--- src/rtl/ysyx_23060332_mem_arbiter_pkg.sv ---
// Shared widths, FSM state encoding and owner encoding for the IFU/LSU memory arbiter.
package ysyx_23060332_mem_arbiter_pkg;

    localparam int ADDR_W = 32;
    localparam int DATA_W = 32;
    localparam int MASK_W = 8;

    typedef enum logic [1:0] {
        ST_IDLE  = 2'd0,
        ST_WAIT  = 2'd1,
        ST_ISSUE = 2'd2,
        ST_RESP  = 2'd3
    } state_e;

    typedef enum logic {
        OWN_IFU = 1'b0,
        OWN_LSU = 1'b1
    } owner_e;

    typedef struct packed {
        owner_e              owner;
        logic                wen;
        logic [ADDR_W-1:0]   addr;
        logic [DATA_W-1:0]   wdata;
        logic [MASK_W-1:0]   wmask;
    } req_t;

endpackage

--- src/rtl/ysyx_23060332_mem_arbiter_if.sv ---
// Bundle of IFU, LSU and memory-side channels; slave is the arbiter view, master the requester/memory view.
interface ysyx_23060332_mem_arbiter_if;
    import ysyx_23060332_mem_arbiter_pkg::*;

    logic              ifu_req_valid;
    logic              ifu_req_ready;
    logic [ADDR_W-1:0] ifu_req_addr;
    logic              ifu_resp_valid;
    logic              ifu_resp_ready;
    logic [DATA_W-1:0] ifu_resp_rdata;

    logic              lsu_req_valid;
    logic              lsu_req_ready;
    logic [ADDR_W-1:0] lsu_req_addr;
    logic              lsu_req_wen;
    logic [DATA_W-1:0] lsu_req_wdata;
    logic [MASK_W-1:0] lsu_req_wmask;
    logic              lsu_resp_valid;
    logic              lsu_resp_ready;
    logic [DATA_W-1:0] lsu_resp_rdata;

    logic              mem_ren;
    logic              mem_wen;
    logic [ADDR_W-1:0] mem_addr;
    logic [DATA_W-1:0] mem_wdata;
    logic [MASK_W-1:0] mem_wmask;
    logic [DATA_W-1:0] mem_rdata;

    modport slave (
        input  ifu_req_valid, ifu_req_addr, ifu_resp_ready,
        input  lsu_req_valid, lsu_req_addr, lsu_req_wen, lsu_req_wdata, lsu_req_wmask, lsu_resp_ready,
        input  mem_rdata,
        output ifu_req_ready, ifu_resp_valid, ifu_resp_rdata,
        output lsu_req_ready, lsu_resp_valid, lsu_resp_rdata,
        output mem_ren, mem_wen, mem_addr, mem_wdata, mem_wmask
    );

    modport master (
        output ifu_req_valid, ifu_req_addr, ifu_resp_ready,
        output lsu_req_valid, lsu_req_addr, lsu_req_wen, lsu_req_wdata, lsu_req_wmask, lsu_resp_ready,
        output mem_rdata,
        input  ifu_req_ready, ifu_resp_valid, ifu_resp_rdata,
        input  lsu_req_ready, lsu_resp_valid, lsu_resp_rdata,
        input  mem_ren, mem_wen, mem_addr, mem_wdata, mem_wmask
    );

endinterface

--- src/rtl/ysyx_23060332_rr_arb2.sv ---
// Two-input round-robin arbiter: bit0=IFU, bit1=LSU; i_ptr=0 favours LSU on a tie, i_ptr=1 favours IFU.
module ysyx_23060332_rr_arb2 (
    input  logic [1:0] i_valid,
    input  logic       i_ptr,
    output logic [1:0] o_grant
);

    // One-hot grant from the valid pair and tie-break pointer
    always_comb begin
        o_grant = 2'b00;
        case (i_valid)
            2'b01:   o_grant = 2'b01;
            2'b10:   o_grant = 2'b10;
            2'b11:   o_grant = i_ptr ? 2'b01 : 2'b10;
            default: o_grant = 2'b00;
        endcase
    end

endmodule

--- src/rtl/ysyx_23060332_mem_arbiter.sv ---
// Shares one memory port between IFU and LSU: round-robin grant, one access in flight,
// programmable delay from accept to the single-cycle memory strobe.
module ysyx_23060332_mem_arbiter
    import ysyx_23060332_mem_arbiter_pkg::*;
#(
    parameter int LATENCY = 1
) (
    input  logic                          clk,
    input  logic                          rst_n,
    ysyx_23060332_mem_arbiter_if.slave    bus
);

    localparam logic [3:0] LAT_M1 = 4'(LATENCY - 1);

    state_e            r_state, w_state_nxt;
    logic [3:0]        r_cnt, w_cnt_nxt;
    logic              r_rr_ptr, w_rr_ptr_nxt;
    req_t              r_req, w_req_nxt;
    logic [DATA_W-1:0] r_rdata, w_rdata_nxt;
    logic [1:0]        w_valid, w_grant;

    assign w_valid = {bus.lsu_req_valid, bus.ifu_req_valid};

    ysyx_23060332_rr_arb2 u_rr_arb2 (
        .i_valid (w_valid),
        .i_ptr   (r_rr_ptr),
        .o_grant (w_grant)
    );

    // State, latency counter, pointer, request latch and response register
    always_ff @(posedge clk or negedge rst_n) begin
        if (!rst_n) begin
            r_state  <= ST_IDLE;
            r_cnt    <= 4'd0;
            r_rr_ptr <= 1'b0;
            r_req    <= '0;
            r_rdata  <= '0;
        end else begin
            r_state  <= w_state_nxt;
            r_cnt    <= w_cnt_nxt;
            r_rr_ptr <= w_rr_ptr_nxt;
            r_req    <= w_req_nxt;
            r_rdata  <= w_rdata_nxt;
        end
    end

    // Next-state: accept in IDLE, count down in WAIT, capture read data in ISSUE, release in RESP
    always_comb begin
        w_state_nxt  = r_state;
        w_cnt_nxt    = r_cnt;
        w_rr_ptr_nxt = r_rr_ptr;
        w_req_nxt    = r_req;
        w_rdata_nxt  = r_rdata;
        case (r_state)
            ST_IDLE: begin
                if (w_grant != 2'b00) begin
                    if (w_grant[1]) begin
                        w_req_nxt.owner = OWN_LSU;
                        w_req_nxt.wen   = bus.lsu_req_wen;
                        w_req_nxt.addr  = bus.lsu_req_addr;
                        w_req_nxt.wdata = bus.lsu_req_wdata;
                        w_req_nxt.wmask = bus.lsu_req_wmask;
                    end else begin
                        w_req_nxt.owner = OWN_IFU;
                        w_req_nxt.wen   = 1'b0;
                        w_req_nxt.addr  = bus.ifu_req_addr;
                        w_req_nxt.wdata = '0;
                        w_req_nxt.wmask = '0;
                    end
                    // Point at the requester that did not win so it takes the next tie
                    w_rr_ptr_nxt = w_grant[1];
                    w_cnt_nxt    = LAT_M1;
                    w_state_nxt  = (LATENCY == 1) ? ST_ISSUE : ST_WAIT;
                end else begin
                    w_state_nxt = ST_IDLE;
                end
            end
            ST_WAIT: begin
                w_cnt_nxt = r_cnt - 4'd1;
                if (r_cnt == 4'd1) begin
                    w_state_nxt = ST_ISSUE;
                end else begin
                    w_state_nxt = ST_WAIT;
                end
            end
            ST_ISSUE: begin
                w_rdata_nxt = r_req.wen ? '0 : bus.mem_rdata;
                w_state_nxt = ST_RESP;
            end
            ST_RESP: begin
                if ((r_req.owner == OWN_LSU) ? bus.lsu_resp_ready : bus.ifu_resp_ready) begin
                    w_state_nxt = ST_IDLE;
                end else begin
                    w_state_nxt = ST_RESP;
                end
            end
            default: begin
                w_state_nxt = ST_IDLE;
            end
        endcase
    end

    // Output decode; memory-side signals are zero except during the single ISSUE cycle
    always_comb begin
        bus.ifu_req_ready  = 1'b0;
        bus.lsu_req_ready  = 1'b0;
        bus.ifu_resp_valid = 1'b0;
        bus.ifu_resp_rdata = '0;
        bus.lsu_resp_valid = 1'b0;
        bus.lsu_resp_rdata = '0;
        bus.mem_ren        = 1'b0;
        bus.mem_wen        = 1'b0;
        bus.mem_addr       = '0;
        bus.mem_wdata      = '0;
        bus.mem_wmask      = '0;
        case (r_state)
            ST_IDLE: begin
                bus.ifu_req_ready = w_grant[0];
                bus.lsu_req_ready = w_grant[1];
            end
            ST_ISSUE: begin
                bus.mem_ren   = ~r_req.wen;
                bus.mem_wen   = r_req.wen;
                bus.mem_addr  = r_req.addr;
                bus.mem_wdata = r_req.wdata;
                bus.mem_wmask = r_req.wmask;
            end
            ST_RESP: begin
                if (r_req.owner == OWN_LSU) begin
                    bus.lsu_resp_valid = 1'b1;
                    bus.lsu_resp_rdata = r_rdata;
                end else begin
                    bus.ifu_resp_valid = 1'b1;
                    bus.ifu_resp_rdata = r_rdata;
                end
            end
            default: begin
                bus.ifu_req_ready = 1'b0;
            end
        endcase
    end

endmodule

--- src/flat_wrapper.sv ---
// flat-port wrapper written by rule: the top's interface ports become plain ports
module ysyx_23060332_mem_arbiter_flat import ysyx_23060332_mem_arbiter_pkg::*;
#(
    parameter int LATENCY = 1
)
  (clk, rst_n, bus_ifu_req_valid, bus_ifu_req_addr, bus_ifu_resp_ready, bus_lsu_req_valid, bus_lsu_req_addr, bus_lsu_req_wen, bus_lsu_req_wdata, bus_lsu_req_wmask, bus_lsu_resp_ready, bus_mem_rdata, bus_ifu_req_ready, bus_ifu_resp_valid, bus_ifu_resp_rdata, bus_lsu_req_ready, bus_lsu_resp_valid, bus_lsu_resp_rdata, bus_mem_ren, bus_mem_wen, bus_mem_addr, bus_mem_wdata, bus_mem_wmask);
  ysyx_23060332_mem_arbiter_if bus_i ();
  input  logic clk;
  input  logic rst_n;
  input wire logic [$bits(bus_i.ifu_req_valid)-1:0] bus_ifu_req_valid;
  input wire logic [$bits(bus_i.ifu_req_addr)-1:0] bus_ifu_req_addr;
  input wire logic [$bits(bus_i.ifu_resp_ready)-1:0] bus_ifu_resp_ready;
  input wire logic [$bits(bus_i.lsu_req_valid)-1:0] bus_lsu_req_valid;
  input wire logic [$bits(bus_i.lsu_req_addr)-1:0] bus_lsu_req_addr;
  input wire logic [$bits(bus_i.lsu_req_wen)-1:0] bus_lsu_req_wen;
  input wire logic [$bits(bus_i.lsu_req_wdata)-1:0] bus_lsu_req_wdata;
  input wire logic [$bits(bus_i.lsu_req_wmask)-1:0] bus_lsu_req_wmask;
  input wire logic [$bits(bus_i.lsu_resp_ready)-1:0] bus_lsu_resp_ready;
  input wire logic [$bits(bus_i.mem_rdata)-1:0] bus_mem_rdata;
  output wire logic [$bits(bus_i.ifu_req_ready)-1:0] bus_ifu_req_ready;
  output wire logic [$bits(bus_i.ifu_resp_valid)-1:0] bus_ifu_resp_valid;
  output wire logic [$bits(bus_i.ifu_resp_rdata)-1:0] bus_ifu_resp_rdata;
  output wire logic [$bits(bus_i.lsu_req_ready)-1:0] bus_lsu_req_ready;
  output wire logic [$bits(bus_i.lsu_resp_valid)-1:0] bus_lsu_resp_valid;
  output wire logic [$bits(bus_i.lsu_resp_rdata)-1:0] bus_lsu_resp_rdata;
  output wire logic [$bits(bus_i.mem_ren)-1:0] bus_mem_ren;
  output wire logic [$bits(bus_i.mem_wen)-1:0] bus_mem_wen;
  output wire logic [$bits(bus_i.mem_addr)-1:0] bus_mem_addr;
  output wire logic [$bits(bus_i.mem_wdata)-1:0] bus_mem_wdata;
  output wire logic [$bits(bus_i.mem_wmask)-1:0] bus_mem_wmask;
  assign bus_i.ifu_req_valid = bus_ifu_req_valid;
  assign bus_i.ifu_req_addr = bus_ifu_req_addr;
  assign bus_i.ifu_resp_ready = bus_ifu_resp_ready;
  assign bus_i.lsu_req_valid = bus_lsu_req_valid;
  assign bus_i.lsu_req_addr = bus_lsu_req_addr;
  assign bus_i.lsu_req_wen = bus_lsu_req_wen;
  assign bus_i.lsu_req_wdata = bus_lsu_req_wdata;
  assign bus_i.lsu_req_wmask = bus_lsu_req_wmask;
  assign bus_i.lsu_resp_ready = bus_lsu_resp_ready;
  assign bus_i.mem_rdata = bus_mem_rdata;
  assign bus_ifu_req_ready = bus_i.ifu_req_ready;
  assign bus_ifu_resp_valid = bus_i.ifu_resp_valid;
  assign bus_ifu_resp_rdata = bus_i.ifu_resp_rdata;
  assign bus_lsu_req_ready = bus_i.lsu_req_ready;
  assign bus_lsu_resp_valid = bus_i.lsu_resp_valid;
  assign bus_lsu_resp_rdata = bus_i.lsu_resp_rdata;
  assign bus_mem_ren = bus_i.mem_ren;
  assign bus_mem_wen = bus_i.mem_wen;
  assign bus_mem_addr = bus_i.mem_addr;
  assign bus_mem_wdata = bus_i.mem_wdata;
  assign bus_mem_wmask = bus_i.mem_wmask;
  ysyx_23060332_mem_arbiter #(.LATENCY(LATENCY)) u_core (.clk(clk), .rst_n(rst_n), .bus(bus_i));
endmodule
--- config.mk ---
export PLATFORM = sky130hd
export DESIGN_NAME = ysyx_23060332_mem_arbiter_flat
export DESIGN_NICKNAME = d
export VERILOG_FILES = /design/src/rtl/ysyx_23060332_mem_arbiter_pkg.sv /design/src/rtl/ysyx_23060332_mem_arbiter_if.sv /design/src/rtl/ysyx_23060332_rr_arb2.sv /design/src/rtl/ysyx_23060332_mem_arbiter.sv /design/src/flat_wrapper.sv
export SDC_FILE = /design/constraint.sdc
export NUM_CORES = 1
export LEC_CHECK = 0
export BUFFER_PORTS_ARGS = -buffer_cell sky130_fd_sc_hd__buf_2
export CAP_MARGIN = 10
export CELL_PAD_IN_SITES_DETAIL_PLACEMENT = 1
export CELL_PAD_IN_SITES_GLOBAL_PLACEMENT = 2
export CORE_MARGIN = 3
export CORE_UTILIZATION = 27
export CTS_CLUSTER_SIZE = 30
export DETAILED_ROUTE_END_ITERATION = 12
export HOLD_SLACK_MARGIN = 0.08
export PLACE_DENSITY_LB_ADDON = 0.1
export RECOVER_POWER = 25
export SKIP_CTS_REPAIR_TIMING = 1
export SLEW_MARGIN = 15
export SYNTH_ARGS = -nofsm -noshare
export SYNTH_HDL_FRONTEND = slang
export SYNTH_SLANG_ARGS = --single-unit
--- constraint.sdc ---
create_clock -name clk -period 2.7 [get_ports clk]
set_input_delay 0.405 -clock clk [delete_from_list [all_inputs] [get_ports clk]]
set_output_delay 0.405 -clock clk [all_outputs]
set_load 0.005 [all_outputs]
==> results.py <==
metrics = {
    "power": {
        "p_switching_w": 0.00291,
        "leakage_nw": 4.49,
        "power.share.sequential": 0.385,
        "switching_share": 0.385,
        "vdd_ir_drop_max_uv": 326,
        "intPower_w": 0.00464,
        "p_clk_frac": 0.172,
        "p_comb_frac": 0.443,
        "p_per_area_mw_per_mm2": 1000,
    },
    "sta": {
        "finalMaxSlewViolations": 0,
        "fin_crit_sh": 0.862,
        "rsz0062_at_grt": "false",
        "tns_ns": 0,
        "hold_violations": 0,
        "min_period_ns": 2.33,
        "fmax_ghz": 0.430,
        "clock_skew_ns": 0.00928,
        "slew_headroom": 0.430,
        "setup_viol": 0,
        "worst_pin_slew_ns": 0.855,
    },
    "synthesis": {
        "synth-seq-area-share": 0.505,
        "synth_nets": 744,
        "syn_area_per_cell_um2": 9.27,
        "yosys_warnings": 0,
        "ys_types": 30,
        "syn-cell-area_mm2": 0.00556,
        "synthCells": 599,
        "synth_seq_cells": 112,
    },
    "placement": {
        "dp_hpwl_um": 14200,
        "port_buffers": 284,
        "dpl_cell_area_mm2": 0.00726,
        "place_congestion": 0.791,
    },
    "die": {
        "die_h_um": 149,
        "initial_core_util": 0.280,
        "fp.coreArea_mm2": 0.0198,
        "rows": 51,
        "ios": 285,
        "dieArea_mm2": 0.0223,
        "die-width_um": 149,
    },
    "layout": {
        "fin_util": 0.380,
        "drive_gt1_frac": 0.369,
        "layout_commonest_cell": "buf_2",
        "syn2layout_area_growth_pct": 35.7,
        "design_area_mm2": 0.00754,
        "fin_nets": 1009,
        "final_cell_mix": "buf_2 (283), dfrtp_1 (112), and2_1 (106)",
    },
    "clock_tree": {
        "clock_tree.root_cell": "clkbuf_16",
        "cts_buffer_depth": 2,
        "htree_num_levels": 3,
        "numCtsBuffers": 9,
        "path_clk_slew_ns": 0.08,
        "clk-insertion-delay-late_ns": 0.35,
        "cts.sinks": 112,
        "cts_tree": "yes",
    },
    "routing": {
        "drc": 0,
        "wl_um": 18800,
        "vias": 5160,
        "drtIter0Drc": 347,
        "ant_nets": 0,
        "wire_per_inst_um": 16.6,
        "viasPerCell": 4.55,
        "dr.pass1.iters": 9,
    },
    "worst_setup_path": {
        "cp-start-kind": "register",
        "slowest_stage": "nand2b_2",
        "crit_buf_inv": 1,
        "cp_max_fo": 35,
        "end_kind": "output port",
        "ff2ff_setup_slack_ns": 0.77,
        "critPathKind": "register to output port",
        "critPathMaxStageDelay_ns": 0.71,
        "path_cells": "nand2b_2, nor2_1, buf_2",
        "arrival_ns": 1.92,
        "critPathRequiredTime_ns": 2.30,
        "crit_family": "simple AND/OR/NAND/NOR gates",
    },
    "global_route": {
        "grt_usage": 0.167,
        "antenna_found_initial": 3,
        "grt_pass1_wl_um": 29700,
        "grt_pass1_vias": 5725,
        "grt_max_degree": 59,
        "overflow": 0,
    },
    "hold_path": {
        "hp-class": "input pin to register",
    },
    "status": {
        "status": "finished clean",
    },
    "flow_run": {
        "max_cap_violations": 0,
    },
}
==> metrics by stage <==
step | setup WS, ns | hold slack [ns] | power (W) | cells
after global placement | 0.738 | 0.388 | 0.00624 | 1117
after CTS | 0.307 | 0.000182 | 0.00772 | 1133
after global routing | 0.148 | 0.239 | 0.00828 | 1135
final | 0.373 | 0.260 | 0.00755 | 1135
after detailed placement | 0.698 | 0.394 | 0.00638 | 1117
after floorplan | 1.09 | 0.109 | 0.00488 | 599
==> state kept, by name, summed over array words and instances (netlist names) <==
register	flops
u_core.r_req	74
u_core.r_state	2
u_core.r_cnt	4
u_core.r_rdata	32
==> final cells by class <==
type                       instances  area (um2)
clock inverter                     7        56.3
inverter                          99         372
antenna                            1        2.50
sequential                       112        2800
multi-input combinational        342        2200
fill                            2422       12300
tap                              265         332
clock buffer                       9         225
timing repair buffer             300        1550
==> layer usage <==
| metal | track usage | wire length, um |
|---|---|---|
| met1 | 0.200 | 7660 |
| met2 | 0.289 | 9230 |
| met3 | 0.0578 | 1620 |
| met4 | 0.0430 | 247 |
| met5 | 0 | 27 |
==> worst register-to-register path: stages, from the launching register on <==
cell and delay (ns):
dfrtp_1 0.51, nor2_1 0.29, and3_1 0.46, buf_4 0.37, a222oi_1 0.16
==> path summary, 6_finish.rpt <==
path | start | endpoint | cells after the start
min in group asynchronous | rst_n | u_core.r_rdata[17] | 2
worst max-delay path | u_core.r_state[0] | bus_mem_addr[2] | 3
worst min register to register | u_core.r_rdata[16] | u_core.r_rdata[16] | 2
max in group asynchronous | rst_n | u_core.r_rdata[31] | 3
worst max register to register | u_core.r_state[0] | u_core.r_req[71] | 4
worst min-delay path | bus_lsu_req_wdata[16] | u_core.r_req[24] | 2
==> power by group through the flow <==
stage | combinational [W] | sequential (W) | clock [W]
after global placement | 0.00333 | 0.00290 | 0
after detailed placement | 0.00345 | 0.00294 | 0
after floorplan | 0.00215 | 0.00273 | 0
after global routing | 0.00382 | 0.00303 | 0.00144
final | 0.00334 | 0.00291 | 0.00130
after CTS | 0.00344 | 0.00292 | 0.00136
==> Yosys cell counts <==
library cell  instances  area (um2)
nand3b_1             33         248
buf_2                17        85.1
and3_1                2        12.5
o211ai_1              2        15.0
o21ai_1               1        5.00
or2_2                 1        6.26
and2_1              106         663
nor2b_1               1        6.26
and4b_1               1        10.0
ha_1                  2        25.0
dfrtp_1             112        2800
or3_1                 1        6.26
nand2_1              66         248
and3_4                1        11.3
a22o_1               41         359
inv_1                99         372
nor2_1               37         139
mux2i_1               1        10.0
clkbuf_1             22        82.6
a222oi_1             32         320
o21ai_0               5        25.0
nand2b_1              3        18.8
nor3_1                1        5.00
buf_1                 5        18.8
a21o_1                1        7.51
a21oi_1               1        5.00
nor3b_1               1        7.51
buf_6                 2        22.5
xnor2_1               1        8.76
a311o_1               1        10.0
==> cell families (layout without fill, tap and decap cells) <==
kind of cell               count (synthesis)  count (layout)  share of synthesized area
AOI/OAI and AO/OA                         84              84                      0.134
xor gates and xnor gates                   1               1                    0.00158
adders and majority gates                  2               2                    0.00450
buffers and inverters                    145             415                      0.105
DFF                                      112             112                      0.505
muxes                                      1               1                    0.00180
other                                      0               1                          0
and+or+nand+nor                          254             254                      0.249
No activity file was read; power rests on OpenSTA's default activity.
